==> src/rtl/i2c_slave_pkg.sv <==
// Shared definitions for the I2C register-bank slave: FSM encoding and default bus address.
package i2c_slave_pkg;

  localparam logic [6:0] DEFAULT_ADDR = 7'h68;

  typedef enum logic [3:0] {
    S_IDLE,
    S_ADDR,
    S_ADDR_ACK,
    S_PTR,
    S_PTR_ACK,
    S_WDATA,
    S_WDATA_ACK,
    S_RDATA,
    S_RDATA_ACK
  } state_t;

endpackage

==> src/rtl/i2c_sync_edge.sv <==
// Two-flop synchronizer for SCL/SDA with single-cycle rise/fall pulses on the synchronized values.
module i2c_sync_edge (
  input  logic clk,
  input  logic rst,
  input  logic scl,
  input  logic sda,
  output logic scl_s,
  output logic sda_s,
  output logic scl_rise,
  output logic scl_fall,
  output logic sda_rise,
  output logic sda_fall
);

  logic [1:0] scl_ff;
  logic [1:0] sda_ff;
  logic       scl_q;
  logic       sda_q;

  // Idle bus level is high, so everything resets to 1 to avoid a spurious edge.
  always_ff @(posedge clk) begin
    if (rst) begin
      scl_ff <= 2'b11;
      sda_ff <= 2'b11;
      scl_q  <= 1'b1;
      sda_q  <= 1'b1;
    end else begin
      scl_ff <= {scl_ff[0], scl};
      sda_ff <= {sda_ff[0], sda};
      scl_q  <= scl_ff[1];
      sda_q  <= sda_ff[1];
    end
  end

  assign scl_s    = scl_ff[1];
  assign sda_s    = sda_ff[1];
  assign scl_rise = scl_s & ~scl_q;
  assign scl_fall = ~scl_s & scl_q;
  assign sda_rise = sda_s & ~sda_q;
  assign sda_fall = ~sda_s & sda_q;

endmodule

==> src/rtl/i2c_slave.sv <==
// I2C slave fronting an NREG x 8 register bank: pointer write, burst write, burst read.
module i2c_slave
  import i2c_slave_pkg::*;
#(
  parameter logic [6:0] ADDR = DEFAULT_ADDR,
  parameter int         NREG = 16,
  parameter int         HOLD = 8,
  localparam int        PW   = $clog2(NREG)
) (
  input  logic          clk,
  input  logic          rst,
  input  logic          scl,
  input  logic          sda_in,
  output logic          sda_out,
  output logic          sda_en,
  input  logic          wr_en,
  input  logic [PW-1:0] wr_addr,
  input  logic [7:0]    wr_data,
  input  logic [PW-1:0] rd_addr,
  output logic [7:0]    rd_data,
  output logic          bus_wr,
  output logic          busy
);

  localparam int HW = $clog2(HOLD + 2);

  logic scl_s, sda_s, scl_rise, scl_fall, sda_rise, sda_fall;

  i2c_sync_edge u_sync (
    .clk      (clk),
    .rst      (rst),
    .scl      (scl),
    .sda      (sda_in),
    .scl_s    (scl_s),
    .sda_s    (sda_s),
    .scl_rise (scl_rise),
    .scl_fall (scl_fall),
    .sda_rise (sda_rise),
    .sda_fall (sda_fall)
  );

  state_t        state, state_next;
  logic [7:0]    bank [NREG];
  logic [7:0]    shreg;
  logic [7:0]    tx;
  logic [3:0]    bit_cnt;
  logic [PW-1:0] ptr;
  logic [PW-1:0] ptr_next;
  logic [HW-1:0] hold_cnt;
  logic          pend_out;
  logic          pend_en;

  logic          start, stop, byte_done;
  logic [7:0]    rx_byte;
  logic [2:0]    tx_idx;
  logic          sample, cnt_clr, sched, sched_out, sched_en, drop;
  logic          ld_ptr, bus_we, ptr_inc, ld_tx, busy_set, busy_clr;

  assign start     = sda_fall & scl_s;
  assign stop      = sda_rise & scl_s;
  assign byte_done = (bit_cnt == 4'd8);
  assign rx_byte   = {shreg[6:0], sda_s};
  assign tx_idx    = 3'd7 - bit_cnt[2:0];
  assign ptr_next  = (ptr == PW'(NREG - 1)) ? '0 : ptr + PW'(1);
  assign rd_data   = bank[rd_addr];

  always_ff @(posedge clk) begin
    if (rst) state <= S_IDLE;
    else     state <= state_next;
  end

  // Bus events are acted on as strobes; sched queues an SDA change HOLD cycles later.
  always_comb begin
    state_next = state;
    sample     = 1'b0;
    cnt_clr    = 1'b0;
    sched      = 1'b0;
    sched_out  = 1'b1;
    sched_en   = 1'b0;
    drop       = 1'b0;
    ld_ptr     = 1'b0;
    bus_we     = 1'b0;
    ptr_inc    = 1'b0;
    ld_tx      = 1'b0;
    busy_set   = 1'b0;
    busy_clr   = 1'b0;
    if (start) begin
      state_next = S_ADDR;
      cnt_clr    = 1'b1;
      drop       = 1'b1;
    end else if (stop) begin
      state_next = S_IDLE;
      cnt_clr    = 1'b1;
      drop       = 1'b1;
      busy_clr   = 1'b1;
    end else begin
      case (state)
        S_IDLE: ;
        S_ADDR: begin
          if (scl_rise && !byte_done) sample = 1'b1;
          if (scl_fall && byte_done) begin
            cnt_clr = 1'b1;
            if (shreg[7:1] == ADDR) begin
              state_next = S_ADDR_ACK;
              sched      = 1'b1;
              sched_out  = 1'b0;
              sched_en   = 1'b1;
              busy_set   = 1'b1;
            end else begin
              state_next = S_IDLE;
              drop       = 1'b1;
              busy_clr   = 1'b1;
            end
          end
        end
        S_ADDR_ACK: begin
          if (scl_fall) begin
            cnt_clr = 1'b1;
            sched   = 1'b1;
            if (shreg[0]) begin
              state_next = S_RDATA;
              ld_tx      = 1'b1;
              sched_out  = bank[ptr][7];
              sched_en   = 1'b1;
            end else begin
              state_next = S_PTR;
            end
          end
        end
        S_PTR: begin
          if (scl_rise && !byte_done) begin
            sample = 1'b1;
            ld_ptr = (bit_cnt == 4'd7);
          end
          if (scl_fall && byte_done) begin
            state_next = S_PTR_ACK;
            cnt_clr    = 1'b1;
            sched      = 1'b1;
            sched_out  = 1'b0;
            sched_en   = 1'b1;
          end
        end
        S_PTR_ACK, S_WDATA_ACK: begin
          if (scl_fall) begin
            state_next = S_WDATA;
            sched      = 1'b1;
          end
        end
        S_WDATA: begin
          // Commit on the 8th rise so a byte cut short by START/STOP never lands.
          if (scl_rise && !byte_done) begin
            sample  = 1'b1;
            bus_we  = (bit_cnt == 4'd7);
            ptr_inc = (bit_cnt == 4'd7);
          end
          if (scl_fall && byte_done) begin
            state_next = S_WDATA_ACK;
            cnt_clr    = 1'b1;
            sched      = 1'b1;
            sched_out  = 1'b0;
            sched_en   = 1'b1;
          end
        end
        S_RDATA: begin
          if (scl_rise && !byte_done) sample = 1'b1;
          if (scl_fall) begin
            if (byte_done) begin
              state_next = S_RDATA_ACK;
              cnt_clr    = 1'b1;
              sched      = 1'b1;
              ptr_inc    = 1'b1;
            end else if (bit_cnt != 4'd0) begin
              sched     = 1'b1;
              sched_out = tx[tx_idx];
              sched_en  = 1'b1;
            end
          end
        end
        S_RDATA_ACK: begin
          if (scl_rise && bit_cnt == 4'd0) sample = 1'b1;
          if (scl_fall) begin
            cnt_clr = 1'b1;
            if (!shreg[0]) begin
              state_next = S_RDATA;
              ld_tx      = 1'b1;
              sched      = 1'b1;
              sched_out  = bank[ptr][7];
              sched_en   = 1'b1;
            end else begin
              state_next = S_IDLE;
            end
          end
        end
        default: state_next = S_IDLE;
      endcase
    end
  end

  always_ff @(posedge clk) begin
    if (rst) begin
      shreg    <= '0;
      tx       <= '0;
      bit_cnt  <= '0;
      ptr      <= '0;
      hold_cnt <= '0;
      pend_out <= 1'b1;
      pend_en  <= 1'b0;
      sda_out  <= 1'b1;
      sda_en   <= 1'b0;
      busy     <= 1'b0;
      bus_wr   <= 1'b0;
    end else begin
      bus_wr <= bus_we;
      if (sample) shreg <= rx_byte;
      if (cnt_clr)     bit_cnt <= '0;
      else if (sample) bit_cnt <= bit_cnt + 4'd1;
      if (ld_ptr)       ptr <= PW'({1'b0, rx_byte} % 9'(NREG));
      else if (ptr_inc) ptr <= ptr_next;
      if (ld_tx) tx <= bank[ptr];
      if (drop) begin
        hold_cnt <= '0;
        sda_out  <= 1'b1;
        sda_en   <= 1'b0;
      end else if (sched) begin
        hold_cnt <= HW'(HOLD);
        pend_out <= sched_out;
        pend_en  <= sched_en;
      end else if (hold_cnt != '0) begin
        hold_cnt <= hold_cnt - HW'(1);
        if (hold_cnt == HW'(1)) begin
          sda_out <= pend_out;
          sda_en  <= pend_en;
        end
      end
      if (busy_clr)      busy <= 1'b0;
      else if (busy_set) busy <= 1'b1;
    end
  end

  // Bus write is ordered after the fabric write so it wins on a shared index.
  always_ff @(posedge clk) begin
    if (rst) begin
      for (int i = 0; i < NREG; i++) bank[i] <= '0;
    end else begin
      if (wr_en)  bank[wr_addr] <= wr_data;
      if (bus_we) bank[ptr]     <= rx_byte;
    end
  end

endmodule

==> config.mk <==
export PLATFORM = sky130hd
export DESIGN_NAME = i2c_slave
export DESIGN_NICKNAME = d
export VERILOG_FILES = /design/src/rtl/i2c_slave_pkg.sv /design/src/rtl/i2c_sync_edge.sv /design/src/rtl/i2c_slave.sv
export SDC_FILE = /design/constraint.sdc
export NUM_CORES = 1
export LEC_CHECK = 0
export BUFFER_PORTS_ARGS = -buffer_cell sky130_fd_sc_hd__buf_4
export CORE_UTILIZATION = 60
export DETAILED_ROUTE_END_ITERATION = 7
export HOLD_SLACK_MARGIN = 0.1
export PLACE_DENSITY_LB_ADDON = 0.05
export SYNTH_ARGS = -nofsm -noshare
export SYNTH_HDL_FRONTEND = slang
export SYNTH_SLANG_ARGS = --single-unit
==> constraint.sdc <==
create_clock -name clk -period 3.6 [get_ports clk]
set_clock_uncertainty 0.1 [all_clocks]
set_input_delay 0.54 -clock clk [delete_from_list [all_inputs] [get_ports clk]]
set_output_delay 0.54 -clock clk [all_outputs]
set_load 0.01 [all_outputs]
==> run summary <==
end of the worst register-to-register path -> bank[7][1]
hold endpoint -> u_sync.scl_ff[0]
Placed Area -> 11100 um2
Row Count -> 48
total congestion overflow -> 0
FFs w/ async S/R, synth -> 0%
slowest cell on the critical path -> nor4_2
met3 wire len -> 4.67 mm
Finished Layout Cells -> 1273
CTS Hold Bufs -> 0
# Max-Cap Violations -> 0
Mapped Avg Cell Area -> 10.3 um2
top routing layer used -> met4
die height -> 135 um
vias in the first global route -> 7848
hold path startpoint -> scl
Yosys reg bits -> 176
syn nets -> 1056
final net count -> 1064
met2 wire length -> 15.1 mm
commonest cells in the netlist -> nand2_1 (190), o21ai_0 (133), edfxtp_1 (128)
CTS root buf -> clkbuf_16
Slew headroom -> 41.0%
Leakage -> 3.83 nW
post-CTS setup buffers -> 0
vias per inst -> 6.85
FF-to-FF Start -> state[3]
Design Area, Final -> 11700 um2
clock transition at the registers of the reported paths -> 0.08 ns
YS warnings -> 0
final setup TNS -> 0 ns
critical path cell sequence -> nand4bb_1 > buf_4 > or3_1 > buf_4 > nor4_2 > or3_1
critical path type -> reg2reg
Placer Congestion -> 0.971
WP data arrival -> 2.98 ns
routed len/inst -> 26.8 um
most common cell in the netlist -> nand2_1
CP Max Fanout -> 15
ys flop type -> edfxtp_1
first-pass detailed-route iteration total -> 6
Ports -> 33
Clock Latency Late Sink -> 0.44 ns
Crit. End Element -> flip-flop
cts repair resizes -> 0
first-pass GRT wire length -> 50.6 mm
Hold Path Class -> in2reg
CP peak stage delay -> 0.57 ns
worst path required time -> 3.60 ns
sequential fraction of the synthesis area -> 45.3%
final WL -> 34.2 mm
Startpoint Class -> flip-flop
DRC -> 0
core region area -> 17300 um2
min Tclk post-route -> 2.98 ns
hold_ws -> 0.178 ns
worst hold path cell count -> 2
Max Fclk -> 336 MHz
clock buffer count from CTS -> 17
Synth Cell Area -> 10600 um2
Slew @ Worst Pin -> 0.884 ns
placed insts -> 1241
post-synth top area share -> 36.2%
Iter 0 DRT Violations -> 1326
Chip Width -> 135 um
# setup viols final -> 0
Hold Fails Final Rpt -> 0
RSZ-0062 raised after global routing -> false
wl on met1 -> 12.7 mm
vias -> 8722
outcome -> complete, no violations
initial antenna violation count -> 0
Area growth, synth to finish -> 10.2%
Starting Density -> 61.4%
PD cells -> 404 nW/um2
fraction of layout cells with a size suffix above 1 -> 20.9%
htree depth -> 4
Synth area leaders -> edfxtp_1 (36%), mux4_2 (16%), dfxtp_1 (9.1%)
Post-synth EDFFs -> 128
GRT Total Usage -> 39.3%
fin. max-slew vios -> 0
fin crit share -> 82.8%
synthesized instance count -> 1027
ANT cells -> 0
Die ar. -> 18200 um2
dpl hpwl -> 24.7 mm
R2R cell count -> 6
total clock sinks -> 176
Distinct cells, synth -> 67
Routed Antenna Nets -> 0
flop2flop setup slack -> 0.62 ns
largest net degree at the start of global routing -> 33
Synth area leader -> edfxtp_1
CTS Buffer Depth -> 2
Max rail drop VDD -> 0.368 mV
PortBufs -> 32
CTS tree -> built
-- worst max-delay path: cells and delay by family (launching register included) --
family,cells,cell delay (ns)
AND/OR/NAND/NOR,4,1.66
buffers and inverters,2,0.43
flip-flops,1,0.45
-- stage by stage --
step                      power [mW]  utilization, %  worst slack (ns)
after floorplan                 2.70               -             0.878
after global placement          2.88            64.2             0.684
after detailed placement        2.89            64.2             0.678
after CTS                       4.71            67.7             0.674
after global routing            4.84            67.7             0.439
final                           4.72            67.7             0.620
-- worst max-delay path by stage --
stage               startpoint         end  slack [ns]  cells after the start
detailed placement  rd_addr[0]  rd_data[7]        0.68                      4
floorplan           rd_addr[0]  rd_data[0]        0.88                      4
global route          state[0]  bank[1][7]        0.44                      6
global placement    rd_addr[0]  rd_data[7]        0.68                      4
finish                state[3]  bank[7][1]        0.62                      6
CTS                 bit_cnt[0]  bank[3][4]        0.67                      6
-- power by group --
part,leakage (nW),internal (mW),switching (mW)
combinational,1.94,0.220,0.247
clock,0.274,0.961,0.903
sequential,1.61,2.28,0.114
-- kinds of logic (layout without fill, tap and decap cells) --
logic type	after synthesis	in the layout	synth area share, %
xor+xnor	6	6	0.495
buf+inv	118	139	4.81
mux	93	93	17.5
compound gates	203	203	11.1
flops	176	176	45.3
simple gates	422	422	19.8
fa+ha+maj	9	9	1.04
-- sequential cells by signal, summed over array words and instances, names as in the netlist, named ones only --
name and cells:
bank 128, bit_cnt 4, bus_wr 1, busy 1
hold_cnt 4, pend_en 1, pend_out 1, ptr 4
sda_en 1, sda_out 1, shreg 8, state 4
tx 8, u_sync.scl_ff 2, u_sync.scl_q 1, u_sync.sda_ff 2
u_sync.sda_q 1
-- cell type report --
type,count,area [um2]
repair buffers,83,623
multi-input cells,733,5310
clock buffers,18,450
clock inverters,14,141
flip-flops and latches,176,4810
fillers,1339,5600
inverters,24,90.1
well taps,225,282
-- layout by cell type (no fill, tap or decap), types with 3 or more instances in the layout --
master and n:
nand2b_1 10, dfxtp_1 47, nand4b_1 3, mux2i_1 15
inv_6 3, or3_1 17, a21oi_1 22, ha_1 8
nor4_2 4, nor3_1 11, nand3_1 92, xnor2_1 4
buf_4 83, nor4_4 6, and4b_1 3, nand2_1 190
clkbuf_16 18, inv_1 23, or2_2 5, nor4_1 5
and2_1 12, a221oi_1 7, nor2_1 38, a31o_2 3
mux2_2 4, o21ai_0 133, clkinvlp_4 5, edfxtp_1 128
a211oi_1 4, and3_1 3, nand4_1 6, inv_8 4
a22o_1 7, mux4_2 74, nor2b_1 7
-- layer usage --
metal / up-vias / GRT usage (%)
li1: 3833 / -
met1: 4094 / 53.5
met2: 681 / 57.1
met3: 114 / 12.2
met4: 0 / 19.4
met5: - / 0
Note: power is estimated with default switching activity, not from simulation.
